### config.mk
export PLATFORM = sky130hd
export DESIGN_NAME = inst_fetch_icache
export DESIGN_NICKNAME = d
export VERILOG_FILES = /design/src/rtl/inst_fetch_icache.sv
export SDC_FILE = /design/constraint.sdc
export NUM_CORES = 2
export LEC_CHECK = 0
export ABC_AREA = 1
export BUFFER_PORTS_ARGS = -buffer_cell sky130_fd_sc_hd__buf_4
export CAP_MARGIN = 20
export CORE_AREA = 2 2 466 653
export DETAILED_ROUTE_END_ITERATION = 12
export DIE_AREA = 0 0 468 655
export PLACE_DENSITY = 0.64
export SLEW_MARGIN = 20
export SYNTH_ARGS = -nofsm -noshare
export SYNTH_HDL_FRONTEND = slang
export SYNTH_SLANG_ARGS = --single-unit
### constraint.sdc
create_clock -name clk -period 5.61 [get_ports clk]
set_input_delay 0.2805 -clock clk [delete_from_list [all_inputs] [get_ports clk]]
set_output_delay 0.2805 -clock clk [all_outputs]
set_load 0.01 [all_outputs]
### src/rtl/inst_fetch_icache.sv
// inst_fetch_icache: PC + direct-mapped one-word-line I-cache feeding decode through a valid/ready slot
//   clk, rst (sync, active-low)            : clock and reset
//   jump_enable_in, jump_addr_in           : redirect from execute/commit, highest priority
//   id_ready_in                            : decoder accepts the slot this cycle
//   inst_valid_out, inst_out, inst_pc_out  : output slot
//   mem_if_enable_out, mem_if_addr_out     : miss request to the memory controller
//   mem_if_done_in, mem_if_inst_in         : one-cycle fill response
module inst_fetch_icache #(
  parameter int          ICACHE_ENTRIES = 64,
  parameter logic [31:0] RESET_PC       = 32'h0
) (
  input  logic        clk,
  input  logic        rst,
  input  logic        jump_enable_in,
  input  logic [31:0] jump_addr_in,
  input  logic        id_ready_in,
  output logic        inst_valid_out,
  output logic [31:0] inst_out,
  output logic [31:0] inst_pc_out,
  output logic        mem_if_enable_out,
  output logic [31:0] mem_if_addr_out,
  input  logic        mem_if_done_in,
  input  logic [31:0] mem_if_inst_in
);
  localparam int IDX = $clog2(ICACHE_ENTRIES);
  localparam int TW  = 30 - IDX;
  typedef enum logic [1:0] {IDLE, MISS, DROP} state_t;
  state_t state_q, state_d;
  logic [31:0] pc_q, pc_d, inst_q, inst_d, inst_pc_q, inst_pc_d, addr_q, addr_d;
  logic valid_q, valid_d, req_q, req_d;
  logic [ICACHE_ENTRIES-1:0] lv_q, lv_d;
  logic [TW-1:0] tag_mem [ICACHE_ENTRIES];
  logic [31:0] data_mem [ICACHE_ENTRIES];
  logic [IDX-1:0] idx, fill_idx;
  logic [TW-1:0] tag, fill_tag;
  logic hit, fill;
  assign idx      = pc_q[IDX+1:2];
  assign tag      = pc_q[31:IDX+2];
  // Fills always target the outstanding request address, so a miss made stale by a jump
  // still lands in the line it belongs to.
  assign fill_idx = addr_q[IDX+1:2];
  assign fill_tag = addr_q[31:IDX+2];
  assign hit      = lv_q[idx] && tag_mem[idx] == tag;
  assign fill     = state_q != IDLE && mem_if_done_in;
  always_comb begin
    state_d   = state_q;
    pc_d      = pc_q;
    inst_d    = inst_q;
    inst_pc_d = inst_pc_q;
    addr_d    = addr_q;
    req_d     = req_q;
    lv_d      = lv_q;
    valid_d   = valid_q && !id_ready_in;
    if (fill) begin
      lv_d[fill_idx] = 1'b1;
      req_d          = 1'b0;
      state_d        = IDLE;
    end
    if (jump_enable_in) begin
      pc_d    = jump_addr_in;
      valid_d = 1'b0;
      state_d = (state_q == MISS && !fill) ? DROP : state_d;
    end else if (state_q == IDLE && hit && (!valid_q || id_ready_in)) begin
      inst_d    = data_mem[idx];
      inst_pc_d = pc_q;
      valid_d   = 1'b1;
      pc_d      = pc_q + 32'd4;
    end else if (state_q == IDLE && !hit) begin
      state_d = MISS;
      req_d   = 1'b1;
      addr_d  = {pc_q[31:2], 2'b00};
    end
  end
  always_ff @(posedge clk) begin
    if (!rst) begin
      state_q   <= IDLE;
      pc_q      <= RESET_PC;
      inst_q    <= '0;
      inst_pc_q <= '0;
      addr_q    <= '0;
      valid_q   <= 1'b0;
      req_q     <= 1'b0;
      lv_q      <= '0;
    end else begin
      state_q   <= state_d;
      pc_q      <= pc_d;
      inst_q    <= inst_d;
      inst_pc_q <= inst_pc_d;
      addr_q    <= addr_d;
      valid_q   <= valid_d;
      req_q     <= req_d;
      lv_q      <= lv_d;
    end
  end
  always_ff @(posedge clk) begin
    if (rst && fill) begin
      tag_mem[fill_idx]  <= fill_tag;
      data_mem[fill_idx] <= mem_if_inst_in;
    end
  end
  assign inst_valid_out    = valid_q;
  assign inst_out          = inst_q;
  assign inst_pc_out       = inst_pc_q;
  assign mem_if_enable_out = req_q;
  assign mem_if_addr_out   = addr_q;
endmodule

# Word-level counts from Yosys, hierarchy flattened
# Memory sizes are Yosys's and may differ from the RTL's. A register that Yosys moved wholly into a read port is not among the register bits.
# Cells that the tools add are included.
word_totals:
  regBits: 162
  mem_bits_rw: 3584
  out_inout_bits: 98
  elab_cells: 60
  n_memories: 2
memory_table:
  columns: ["name", "words", "width", "read_ports", "rd_ports_with_merged_regs", "write_ports", "line", "rtl"]
  rows:
  - ["data_mem", 64, 32, 1, 1, 1, "33", "logic [31:0] data_mem [ICACHE_ENTRIES];"]
  - ["tag_mem", 64, 24, 1, 1, 1, "32", "logic [TW-1:0] tag_mem [ICACHE_ENTRIES];"]
op_classes:
  add_sub_neg: 1
  n_lt_le_gt_ge: 3
  n_eq_ne: 2
  mux: 20
  bitwise: 4
  reduce_logical: 21
op_table:
  columns: ["cell", "count"]
  rows:
  - ["two-way mux 32 bit", 2]
  - ["OR 64 bit", 1]
  - ["adder 32 x 3 -> 32 bit, second input constant", 1]
  - ["equality test 24 bit", 1]
  - ["< comparator 6 x 7 -> 1 bit, second input constant", 2]
  - ["two-way mux 6 bit", 2]
  - ["two-way mux 2 bit", 5]
  - ["logical AND 1 bit", 9]
  - ["two-way mux 1 bit", 9]
  - ["binary-select mux 1 bit (select 6 bit)", 1]
  - ["demux 1 bit (select 6 bit)", 1]
  - ["greater-or-equal comparator 6 x 1 -> 1 bit, second input constant", 1]
  - ["zero test 1 bit", 5]
  - ["nonzero test 2 bit", 2]
  - ["inverter 1 bit", 3]
  - ["AND reduction 3 bit", 1]
  - ["equality test 2 x 1 -> 1 bit, second input constant", 1]
  - ["zero test 2 bit", 1]
  - ["AND reduction 2 bit", 1]
  - ["OR reduction 2 bit", 1]
  - ["logical OR 1 bit", 1]

# Logic depth before layout (Yosys ltp)
logic_depth:
  ltp_word: 9
  mapped_depth: 26
  mapped_depth_nobuf: 21

# Worst setup path after synthesis
# No wires, ideal clock.
synth_path:
  kind: "register -> register"
  start: "register addr_q[3], in the netlist mem_if_addr_out[3]"
  end: "memory data_mem[14][0] (enable)"
  setup_ns: 0.542
  t_arrival_ns: 4.718
  required_ns: 5.068
  slack_ns: 0.350
  stages_incl_launch_ff: 5
  n_path_buf: 0
  synth_period_minus_slack_ns: 5.260
  cell_sequence: "dfxtp_1 inv_1 nor3_1 nand3_1 nor3_1"
synth_lines:
  columns: ["item", "line", "rtl"]
  rows:
  - ["from (decl)", "29", "logic [31:0] pc_q, pc_d, inst_q, inst_d, inst_pc_q, inst_pc_d, addr_q, addr_d;"]
  - ["from (signal assigned)", "89", "addr_q <= addr_d;"]
  - ["to (decl)", "33", null]
# Straight into the memory's write port.

==> reports/qor.yml <==
ys_warn_count: 0
hold_viol_final: 0
tns_ns: 0
leakage_nw: 57.3
stdcell_count: 16498
synthFlopType: "edfxtp_1"
gp_congestion: 0.900
fillers: 24277
swShare_pct: 22.7
htreeDepth: 5
wl_met1_um: 176000
io_buffers: 164
rows: 239
layout_commonest_cell: "edfxtp_1"
drc: 0
finalSetupViolations: 0
yosysTopAreaCellShare_pct: 71.8
p_switching_mw: 13.3
crit_type: "reg2reg"
grt-ovfl-total: 0
avgRoutedWirePerCell_um: 29.6
end_kind: "register"
top_layer: "met5"
cap_viol_max_count: 0
crit_buf_inv: 5
die_area_mm2: 0.307
hp-class: "in2reg"
cts.repair.resized: 0
start_util_pct: 49.7
syn_avg_cell_area_um2: 12.3
postRouteAntennaNets: 0
hold_start: "id_ready_in"
ys_types: 37
slew_headroom_pct: 14.7
path_max_fanout: 128
drive_above_1_share_pct: 8.80
crit_path_top_delay_cell: "dlygate4sd3_1"
syn2layout_area_growth_pct: 12.2
met3_length_um: 51500
status: "finished, final reports clean"
drv_slew: 0
startpoint_type: "register"
clock_latency_ns: 0.94
cts_buffers: 353
r2r_slack_ns: 0.22
core_mm2: 0.301
die_h_um: 655
nets: 12307
cts_buffer_depth: 4
root_buffer: "clkbuf_16"
async_reset_ff_share_pct: 0
dpl-instance-area_mm2: 0.156
via_count: 103927
cp_common_cell: "nand2_1"
path_delay_family: "simple AND/OR/NAND/NOR gates"
final_cell_area_mm2: 0.168
synth_area_mm2: 0.150
hpwl_um: 254000
dr_wl_met2_um: 230000
grt_pass1_vias: 98083
syn_inst: 12190
synth_edf_count: 3584
tightest_slew_ns: 1.28
pwr-share-comb_pct: 6.4
synth_seq_cells: 3784
internal_power_mw: 45.3
rsz0062_at_grt: "false"
vias_per_cell: 6.30
clockPowerShare_pct: 40.9
cp_cell_sequence: "buf_12, buf_12, nand2_1, nand3_1, nand3_1, nand2_1, nand2_1, nand3_1, nand3_1, nand3_1, nand2_1, nor2_1, nand2_1, nor2_1, nand4_1, buf_4, nand2_1, buf_4, nand2_1, nand2_1, dlygate4sd3_1, nor2_1"
die_w_um: 468
grt_usage_pct: 31.3
antenna_found_initial: 24
drtIter0Drc: 15205
synth.area.top_cells: "edfxtp_1, nand2_1, nand3_1"
seq_area_frac_synth_pct: 74.5
worstPathArrival_ns: 6.19
fmax_mhz: 186
critPathRequiredTime_ns: 6.41
slowest_delay_ns: 0.58
cts_tree: "done"
dpl.cell_count: 15786
period_share_pct: 96.1
cts_sinks: 3784
finClkSkew_ns: 0.0660
peakVddDrop_mv: 0.254
seq_power_share_pct: 52.7
dr.pass1.iters: 8
clk_pin_slew_ns: 0.07
finalWirelength_um: 489000
synth_area_leader_cell: "edfxtp_1"
io-pin-count: 167
fin_crit_ns: 5.39
power_density_mw_per_mm2: 349
final_cell_mix: "edfxtp_1, nand2_1, nand3_1, nor2_1, o21ai_0"
grt_pass1_wl_um: 692000
grt_max_degree: 234
==> tightest hold or removal path, stage by stage <==
cell and delay (ns):
buf_4 0.08, inv_1 0.03, nand2_1 0.35, a21oi_1 0.25
==> cell families after synthesis <==
logic type	count (synthesis)	share of synthesized area, %
mux	1	0.00668
xor+xnor	26	0.152
simple gates	5423	14.9
flops	3784	74.5
compound gates	1942	7.54
other cells	1	0.00250
buf+inv	1012	2.90
fa+ha+maj	1	0.00835
==> layout make-up <==
type                       count  area (um2)  share of cell area, %
antenna                        5        12.5                0.00744
clock buffer                 455        9570                   5.69
inverter                     152         624                  0.371
timing repair buffer         551        5020                   2.99
multi-input combinational   7395       34500                   20.5
sequential                  3784      112000                   66.4
tap                         3976        4970                   2.96
clock inverter               180        1750                   1.04
==> sequential cells by signal, summed over array words and instances, names as in the netlist, named ones only <==
name,cells
data_mem,2048
tag_mem,1536
lv_q,64
inst_out,32
inst_pc_out,32
pc_q,32
mem_if_addr_out,30
state_q,2
inst_valid_out,1
mem_if_enable_out,1
==> power by group through the flow <==
stage / clock [mW] / combinational (mW) / sequential [mW]
global route: 25.2 / 4.04 / 30.9
global placement: 0 / 3.55 / 31.5
CTS: 24.1 / 3.70 / 30.9
detailed placement: 0 / 3.63 / 31.5
finish: 24.0 / 3.76 / 30.9
floorplan: 0 / 2.22 / 31.5
==> routing by layer <==
metal / vias to the layer above / track usage [%]
met5: - / 0
met4: 14 / 17.4
met3: 1391 / 5.68
met2: 6392 / 50.1
met1: 51900 / 40.3
li1: 44230 / -
==> synth_stat cells, types with 3 or more instances <==
| library cell | n |
|---|---|
| a21oi_1 | 153 |
| a221o_1 | 23 |
| a31oi_1 | 54 |
| a32o_1 | 6 |
| buf_1 | 58 |
| buf_2 | 197 |
| buf_4 | 40 |
| buf_6 | 21 |
| clkbuf_1 | 544 |
| clkinv_1 | 6 |
| dfxtp_1 | 200 |
| edfxtp_1 | 3584 |
| inv_1 | 140 |
| inv_2 | 6 |
| nand2_1 | 2589 |
| nand3_1 | 1520 |
| nand4_1 | 27 |
| nor2_1 | 1267 |
| nor3_1 | 12 |
| nor4_1 | 3 |
| o211ai_1 | 70 |
| o21ai_0 | 1091 |
| o221ai_1 | 200 |
| o22ai_1 | 342 |
| xor2_1 | 25 |
==> worst paths after layout <==
| check | endpoint | cells after the start |
|---|---|---|
| max reg2reg | register | 22 |
| max | register | 22 |
| min | inst_valid_out | 4 |
| min reg2reg | lv_q[52] | 2 |
==> timing repair <==
| action | in CTS | in global routing |
|---|---|---|
| hold endpoints to repair | 2112 | 0 |
| buffers inserted | 0 | 0 |
| hold buffers | 71 | 0 |
==> stage by stage <==
step | total power, mW | setup WS [ns] | hold WS (ns) | utilization (%)
detailed placement | 35.1 | 0.960 | 0.437 | 51.8
global placement | 35.1 | 0.975 | 0.428 | 51.7
global route | 60.1 | 0.0764 | 0.105 | 55.8
CTS | 58.7 | 0.392 | 0.00957 | 55.8
finish | 58.6 | 0.220 | 0.155 | 55.8
floorplan | 33.7 | 0.350 | 0.359 | -
Power figures use the tool's default switching activity.
